### config.mk
export PLATFORM = sky130hd
export DESIGN_NAME = plic_ctx_agent
export DESIGN_NICKNAME = d
export VERILOG_FILES = /design/src/rtl/plic_ctx_agent_pkg.sv /design/src/rtl/plic_ctx_agent.sv
export SDC_FILE = /design/constraint.sdc
export NUM_CORES = 1
export LEC_CHECK = 0
export ABC_AREA = 0
export CAP_MARGIN = 10
export CORE_UTILIZATION = 44
export DETAILED_ROUTE_END_ITERATION = 8
export GPL_TIMING_DRIVEN = 0
export MAX_ROUTING_LAYER = met4
export PLACE_DENSITY = 0.85
export SYNTH_ARGS = -nofsm -noshare
export SYNTH_HDL_FRONTEND = slang
export SYNTH_SLANG_ARGS = --single-unit
### constraint.sdc
create_clock -name CLK -period 9.1 [get_ports CLK]
set_input_delay 2.275 -clock CLK [delete_from_list [all_inputs] [get_ports CLK]]
set_output_delay 2.275 -clock CLK [all_outputs]
set_load 0.02 [all_outputs]
### src/rtl/plic_ctx_agent_pkg.sv
// plic_ctx_agent_pkg
//   Shared definitions for the PLIC context agent: PLIC register map
//   constants (30-bit register offsets) and the agent state encoding.
package plic_ctx_agent_pkg;

  localparam logic [29:0] PRIO_BASE = 30'h0000_0000;
  localparam logic [29:0] ENBL_BASE = 30'h0000_2000;
  localparam logic [29:0] ENBL_SIZE = 30'h0000_0080;
  localparam logic [29:0] THRS_BASE = 30'h0020_0000;
  localparam logic [29:0] CLAM_BASE = 30'h0020_0004;
  localparam logic [29:0] CLAM_SIZE = 30'h0000_1000;

  typedef enum logic [3:0] {
    S_IDLE     = 4'd0,
    S_CFG_PRIO = 4'd1,
    S_CFG_EN   = 4'd2,
    S_CFG_THR  = 4'd3,
    S_WAIT     = 4'd4,
    S_CLAIM    = 4'd5,
    S_CAPT     = 4'd6,
    S_OFFER    = 4'd7,
    S_BUSY     = 4'd8,
    S_COMPLETE = 4'd9,
    S_HOLD     = 4'd10
  } agent_state_e;

endpackage

### src/rtl/plic_ctx_agent.sv
// plic_ctx_agent
//   Hardware interrupt-service agent for one PLIC context. Acts as the bus
//   initiator on the PLIC register port: programs priorities, enable word
//   and threshold, then claims, offers and completes interrupts on behalf
//   of a fixed-function consumer.
//
// Ports
//   CLK, RST_X            clock, async active-low reset
//   o_offset/o_we/o_wdata PLIC register write port (one cycle per write)
//   o_re, i_rdata         PLIC read strobe; data valid the following cycle
//   i_eip                 external-interrupt-pending for context CTX
//   i_cfg_start           starts configuration (honoured in IDLE/WAIT)
//   i_cfg_en, i_cfg_thr   enable mask (bit k = ID k+1) and threshold
//   o_cfg_done            high once configuration has completed
//   o_irq_valid/o_irq_id  claimed ID offered to the consumer
//   i_irq_ready           consumer accepts the ID
//   i_irq_done            consumer finished servicing (pulse)
//   o_err                 sticky: a claim returned an ID > N_INT_SRC
//
// State table
//   state      | meaning
//   S_IDLE     | unconfigured, waiting for i_cfg_start
//   S_CFG_PRIO | writing one priority per cycle, IDs 1..N_INT_SRC
//   S_CFG_EN   | writing the context enable word
//   S_CFG_THR  | writing the context threshold
//   S_WAIT     | configured, watching i_eip
//   S_CLAIM    | one-cycle read of the claim register
//   S_CAPT     | PLIC read data arrives; classify the ID
//   S_OFFER    | o_irq_valid high until i_irq_ready
//   S_BUSY     | consumer servicing, waiting for i_irq_done
//   S_COMPLETE | one-cycle completion write of the ID
//   S_HOLD     | two cycles letting the PLIC's registered eip settle
module plic_ctx_agent
  import plic_ctx_agent_pkg::*;
#(
  parameter int N_INT_SRC = 31,
  parameter int CTX       = 0,
  parameter int W_INT_ID  = 5
) (
  input  logic                 CLK,
  input  logic                 RST_X,
  output logic [29:0]          o_offset,
  output logic                 o_we,
  output logic [31:0]          o_wdata,
  output logic                 o_re,
  input  logic [31:0]          i_rdata,
  input  logic                 i_eip,
  input  logic                 i_cfg_start,
  input  logic [N_INT_SRC-1:0] i_cfg_en,
  input  logic [2:0]           i_cfg_thr,
  output logic                 o_cfg_done,
  output logic                 o_irq_valid,
  output logic [W_INT_ID-1:0]  o_irq_id,
  input  logic                 i_irq_ready,
  input  logic                 i_irq_done,
  output logic                 o_err
);

  // Threshold and claim registers share the same 4 KiB per-context stride.
  localparam logic [29:0] ENBL_ADDR = ENBL_BASE + ENBL_SIZE * 30'(CTX);
  localparam logic [29:0] THRS_ADDR = THRS_BASE + CLAM_SIZE * 30'(CTX);
  localparam logic [29:0] CLAM_ADDR = CLAM_BASE + CLAM_SIZE * 30'(CTX);
  localparam logic [4:0]  SRC_LAST  = 5'(N_INT_SRC);

  agent_state_e          state_q, state_d;
  logic [4:0]            src_q, src_d;
  logic [W_INT_ID-1:0]   id_q, id_d;
  logic                  hold_q, hold_d;
  logic                  err_q, err_d;
  logic                  done_q, done_d;

  logic [29:0]           offset_q, offset_d;
  logic                  we_q, we_d;
  logic [31:0]           wdata_q, wdata_d;
  logic                  re_q, re_d;
  logic                  valid_q, valid_d;

  logic [31:0]           en_ext;

  assign en_ext = 32'(i_cfg_en);

  always_comb begin
    state_d = state_q;
    src_d   = src_q;
    id_d    = id_q;
    hold_d  = hold_q;
    err_d   = err_q;
    done_d  = done_q;
    case (state_q)
      S_IDLE: begin
        if (i_cfg_start) begin
          state_d = S_CFG_PRIO;
          src_d   = 5'd1;
        end
      end
      S_CFG_PRIO: begin
        if (src_q == SRC_LAST) state_d = S_CFG_EN;
        else                   src_d   = src_q + 5'd1;
      end
      S_CFG_EN:  state_d = S_CFG_THR;
      S_CFG_THR: begin
        state_d = S_WAIT;
        done_d  = 1'b1;
      end
      S_WAIT: begin
        // A pending interrupt wins over a simultaneous reconfiguration request.
        if (i_eip) begin
          state_d = S_CLAIM;
        end else if (i_cfg_start) begin
          state_d = S_CFG_PRIO;
          src_d   = 5'd1;
          done_d  = 1'b0;
        end
      end
      S_CLAIM: state_d = S_CAPT;
      S_CAPT: begin
        if (i_rdata == 32'd0) begin
          state_d = S_HOLD;
          hold_d  = 1'b1;
        end else if (i_rdata > 32'(N_INT_SRC)) begin
          err_d   = 1'b1;
          state_d = S_HOLD;
          hold_d  = 1'b1;
        end else begin
          id_d    = i_rdata[W_INT_ID-1:0];
          state_d = S_OFFER;
        end
      end
      S_OFFER: begin
        if (i_irq_ready) state_d = i_irq_done ? S_COMPLETE : S_BUSY;
      end
      S_BUSY: begin
        if (i_irq_done) state_d = S_COMPLETE;
      end
      S_COMPLETE: begin
        state_d = S_HOLD;
        hold_d  = 1'b1;
      end
      S_HOLD: begin
        if (hold_q == 1'b0) state_d = S_WAIT;
        else                hold_d  = hold_q - 1'b1;
      end
      default: state_d = S_IDLE;
    endcase
  end

  // Bus outputs are decoded from the state being entered so that they are
  // registered and line up with that state's cycle.
  always_comb begin
    offset_d = '0;
    we_d     = 1'b0;
    wdata_d  = '0;
    re_d     = 1'b0;
    case (state_d)
      S_CFG_PRIO: begin
        we_d     = 1'b1;
        offset_d = PRIO_BASE + {23'd0, src_d, 2'b00};
        wdata_d  = {31'd0, en_ext[src_d - 5'd1]};
      end
      S_CFG_EN: begin
        we_d     = 1'b1;
        offset_d = ENBL_ADDR;
        wdata_d  = 32'({i_cfg_en, 1'b0});
      end
      S_CFG_THR: begin
        we_d     = 1'b1;
        offset_d = THRS_ADDR;
        wdata_d  = {29'd0, i_cfg_thr};
      end
      S_CLAIM: begin
        re_d     = 1'b1;
        offset_d = CLAM_ADDR;
      end
      S_COMPLETE: begin
        we_d     = 1'b1;
        offset_d = CLAM_ADDR;
        wdata_d  = 32'(id_d);
      end
      default: ;
    endcase
    valid_d = (state_d == S_OFFER);
  end

  always_ff @(posedge CLK or negedge RST_X) begin
    if (!RST_X) begin
      state_q  <= S_IDLE;
      src_q    <= '0;
      id_q     <= '0;
      hold_q   <= 1'b0;
      err_q    <= 1'b0;
      done_q   <= 1'b0;
      offset_q <= '0;
      we_q     <= 1'b0;
      wdata_q  <= '0;
      re_q     <= 1'b0;
      valid_q  <= 1'b0;
    end else begin
      state_q  <= state_d;
      src_q    <= src_d;
      id_q     <= id_d;
      hold_q   <= hold_d;
      err_q    <= err_d;
      done_q   <= done_d;
      offset_q <= offset_d;
      we_q     <= we_d;
      wdata_q  <= wdata_d;
      re_q     <= re_d;
      valid_q  <= valid_d;
    end
  end

  assign o_offset    = offset_q;
  assign o_we        = we_q;
  assign o_wdata     = wdata_q;
  assign o_re        = re_q;
  assign o_cfg_done  = done_q;
  assign o_irq_valid = valid_q;
  assign o_irq_id    = id_q;
  assign o_err       = err_q;

endmodule

==> out/qor.csv <==
stage;metric;value;unit
outcome;status;finished, final reports clean;
critical_path;Worst Reg-to-Reg Cells;13;
clock_network;CTS Buffer Depth;2;
global_routing;largest net degree at the start of global routing;38;
critical_path;nature of the critical path endpoint;flop;
route;Iteration-0 DRC Markers;193;
route;Top Metal Used;met4;
critical_path;CP max-delay cell;o31ai_4;
yosys;Post-Syn Area per Cell;10.9;um^2
global_routing;initial antenna violation count;0;
critical_path;Reg-to-Reg End;o_wdata[0];
critical_path;Buf/Inv on CP;3;
floorplan;Ports;144;
layout;ant diodes;0;
timing;Final WS setup;3600;ps
timing;Tcrit/Tclk final;0.605;
floorplan;cell row count;29;
timing;Tmin final;5500;ps
clock_network;setup repair bufs after CTS;0;
pwr;P_leak;0.00220;uW
clock_network;CTS sink cnt;59;
critical_path;CP peak stage delay;630;ps
critical_path;Worst R2R Setup Slack;5240;ps
placement;RePlAce Congestion;0.880;
critical_path;Crit Path Max Fanout;10;
yosys;Yosys reg bits;59;
critical_path;worst r2r src;src_q[0];
floorplan;die footprint;0.00723;mm^2
route;met3 WL;607;um
pwr;Tot Pwr;1220;uW
timing;slew margin rel.;0.570;
floorplan;Initial Util;0.467;
worst_hold_path;Cells on Worst Hold Path;1;
critical_path;kind of cell adding the most delay to the critical path;compound AO/OA/AOI/OAI gates;
clock_network;Clock Latency Late Sink;340;ps
yosys;ys async rst share;1.00;
yosys;Distinct cells, synth;57;
yosys;Synth Flop Type;dfrtp_1;
timing;fin. max-slew vios;0;
route;ANT nets after route;0;
route;1st-pass router iterations;6;
placement;Port Buffer Count;120;
global_routing;GRT Total Usage;0.252;
route;routed len/inst;16.3;um
layout;# fillers;456;
layout;Nets;505;
yosys;Synth area leader;dfrtp_1;
global_routing;vias in the first global route;2767;
yosys;Seq/Total Area, Yosys;0.487;
route;met2 wire len;4.27;mm
yosys;Post-Syn Area;0.00303;mm^2
floorplan;die width;85.0;um
yosys;Yosys top cell area share;0.487;
clock_network;clock transition at the registers of the reported paths;70;ps
timing;Max Freq;182;MHz
critical_path;kind of critical path;in2reg;
worst_hold_path;hold path endpoint;o_err;
floorplan;Die Y;85.0;um
worst_hold_path;hold_sp;o_err;
route;final wirelength;8.37;mm
route;vias post-DR;2775;
yosys;synth warn;0;
timing;Setup TNS Final;0;ps
global_routing;first-pass GRT wire length;13.3;mm
route;drc violations;0;
clock_network;Root Buffer;clkbuf_8;
critical_path;Levels on crit path;12;
clock_network;htree depth;3;
yosys;most area-consuming cells after synthesis;dfrtp_1 (49%), and3_1 (6.4%), buf_4 (5.9%);
critical_path;Worst Path Required;9330;ps
timing;Clock Skew;8.93;ps
clock_network;TritonCTS Buffers;9;
placement;post-DP HPWL;6.50;mm
clock_network;CTS resizes;0;
worst_hold_path;type of the most critical hold path;reg2reg;
clock_network;CTS tree;yes;
global_routing;gr ovfl total;0;
layout;Synth-to-Final Area Change;52.6;%
critical_path;crit-path cells;clkdlybuf4s50_1 > o21ai_1 > nand3_1 > o31ai_4 > inv_6 > ha_1 > clkbuf_1 > mux4_2 > nand2_1 > mux2i_1 > nor4_1 > o41ai_1;
layout;layout cell share with drive strength beyond 1;0.143;
timing;Final Hold Viols;0;
placement;pre-CTS setup slack;3330;ps
route;met1 WL;3.12;mm
timing;Least-Margin Pin Slew;645;ps
yosys;number of flops mapped to enable cells by yosys;0;
critical_path;crit path DAT;5730;ps
clock_network;CTS Hold Buffers Added;0;
timing;endpoints failing setup;0;
yosys;Gate Count Post-Synth;277;
pwr;Max rail drop VDD;0.127;mV
pwr;Power Density;264;mW/mm^2
route;vias per cell;5.42;
timing;RSZ-0062 raised after global routing;false;
floorplan;core footprint;0.00649;mm^2
flow_run;# Max-Cap Violations;0;
critical_path;CP Launch Type;input port;
==> worst reg2reg max path, cell delays in order, from the launching register on <==
cell,delay [ps]
dfrtp_1,500
ha_1,290
nand4_1,370
nor2_8,310
or2_2,140
clkbuf_1,230
a21oi_1,140
ha_1,330
clkbuf_1,400
mux4_2,290
nand2_1,60
mux2i_1,230
nor4_1,80
o41ai_1,370
==> registers in the layout, indices dropped and copies added (netlist names) <==
name and cells:
o_offset 7, src_q 5, o_irq_id 5, state_q 4, o_cfg_done 1, o_we 1
o_wdata 32, o_err 1, o_irq_valid 1, o_re 1, hold_q 1
==> cell type report <==
cell class / count / area, um^2 / area share
plain buffers: 38 / 234 / 0.0505
clock buffers: 11 / 151 / 0.0327
clock inverters: 4 / 50.0 / 0.0108
inverters: 6 / 27.5 / 0.00595
multi-input cells: 196 / 1380 / 0.298
flip-flops and latches: 59 / 1480 / 0.319
well taps: 77 / 96.3 / 0.0208
repair buffers: 121 / 1220 / 0.263
==> placed cells by master, fill, tap and decap left out, types with 3 or more instances in the layout <==
| master | Yosys | final |
|---|---|---|
| clkdlybuf4s50_1 | 0 | 119 |
| dfrtp_1 | 59 | 59 |
| and3_1 | 31 | 31 |
| buf_4 | 24 | 24 |
| conb_1 | 1 | 23 |
| nor2_1 | 14 | 14 |
| clkbuf_1 | 12 | 12 |
| nand3_1 | 11 | 11 |
| o21ai_0 | 11 | 11 |
| clkbuf_8 | 0 | 11 |
| nand2_1 | 9 | 9 |
| a21oi_1 | 8 | 8 |
| nor4_1 | 7 | 7 |
| nor3_1 | 7 | 7 |
| nand2b_1 | 6 | 6 |
| inv_1 | 5 | 5 |
| mux2i_1 | 5 | 5 |
| mux2_2 | 5 | 5 |
| or2_2 | 4 | 4 |
| mux4_1 | 4 | 4 |
| a22o_1 | 3 | 3 |
| a31oi_1 | 3 | 3 |
==> cell families after synthesis <==
kind of cell | count (synthesis) | share of synthesized area
buf+inv | 44 | 0.0862
compound gates | 44 | 0.104
simple gates | 108 | 0.212
mux | 16 | 0.0846
flops | 59 | 0.487
xor+xnor | 3 | 0.0173
fa+ha+maj | 2 | 0.00825
other cells | 1 | 0.00124
==> where the power goes <==
part	internal (uW)	switching, uW	leakage (uW)
Clock	139	102	0.0000974
Sequential	296	29.7	0.000799
Combinational	291	364	0.00130
==> worst max path at each step <==
stage / endpoint / startpoint / slack [ps]
after global placement: o_wdata[0] / i_eip / 3370
after global routing: o_wdata[0] / i_eip / 3430
after detailed placement: o_wdata[0] / i_eip / 3330
after floorplan: o_wdata[0] / i_eip / 4370
after CTS: o_wdata[0] / i_eip / 3680
final: o_wdata[0] / i_eip / 3600
==> synth_stat cells (3+ instances only) <==
master	count
o21ai_0	11
a31oi_1	3
nand2_1	9
nor4_1	7
mux4_1	4
or2_2	4
nand3_1	11
mux2i_1	5
and3_1	31
a21oi_1	8
inv_1	5
nor2_1	14
nor3_1	7
mux2_2	5
dfrtp_1	59
buf_4	24
nand2b_1	6
a22o_1	3
clkbuf_1	12
==> stage by stage <==
step	utilization	area, um^2	hold slack (ps)	cells
after floorplan	-	3120	521	299
after global placement	0.679	4410	463	496
after detailed placement	0.682	4430	469	497
after CTS	0.713	4630	485	512
after global routing	0.713	4630	510	512
final	0.713	4630	473	512
==> per-layer routing <==
metal  vias to the layer above  track usage
met5                         -            -
met4                         0        0.151
met3                        33       0.0525
met2                       151        0.411
met1                      1310        0.286
li1                       1281            -
(Power assumes the default switching activity.)
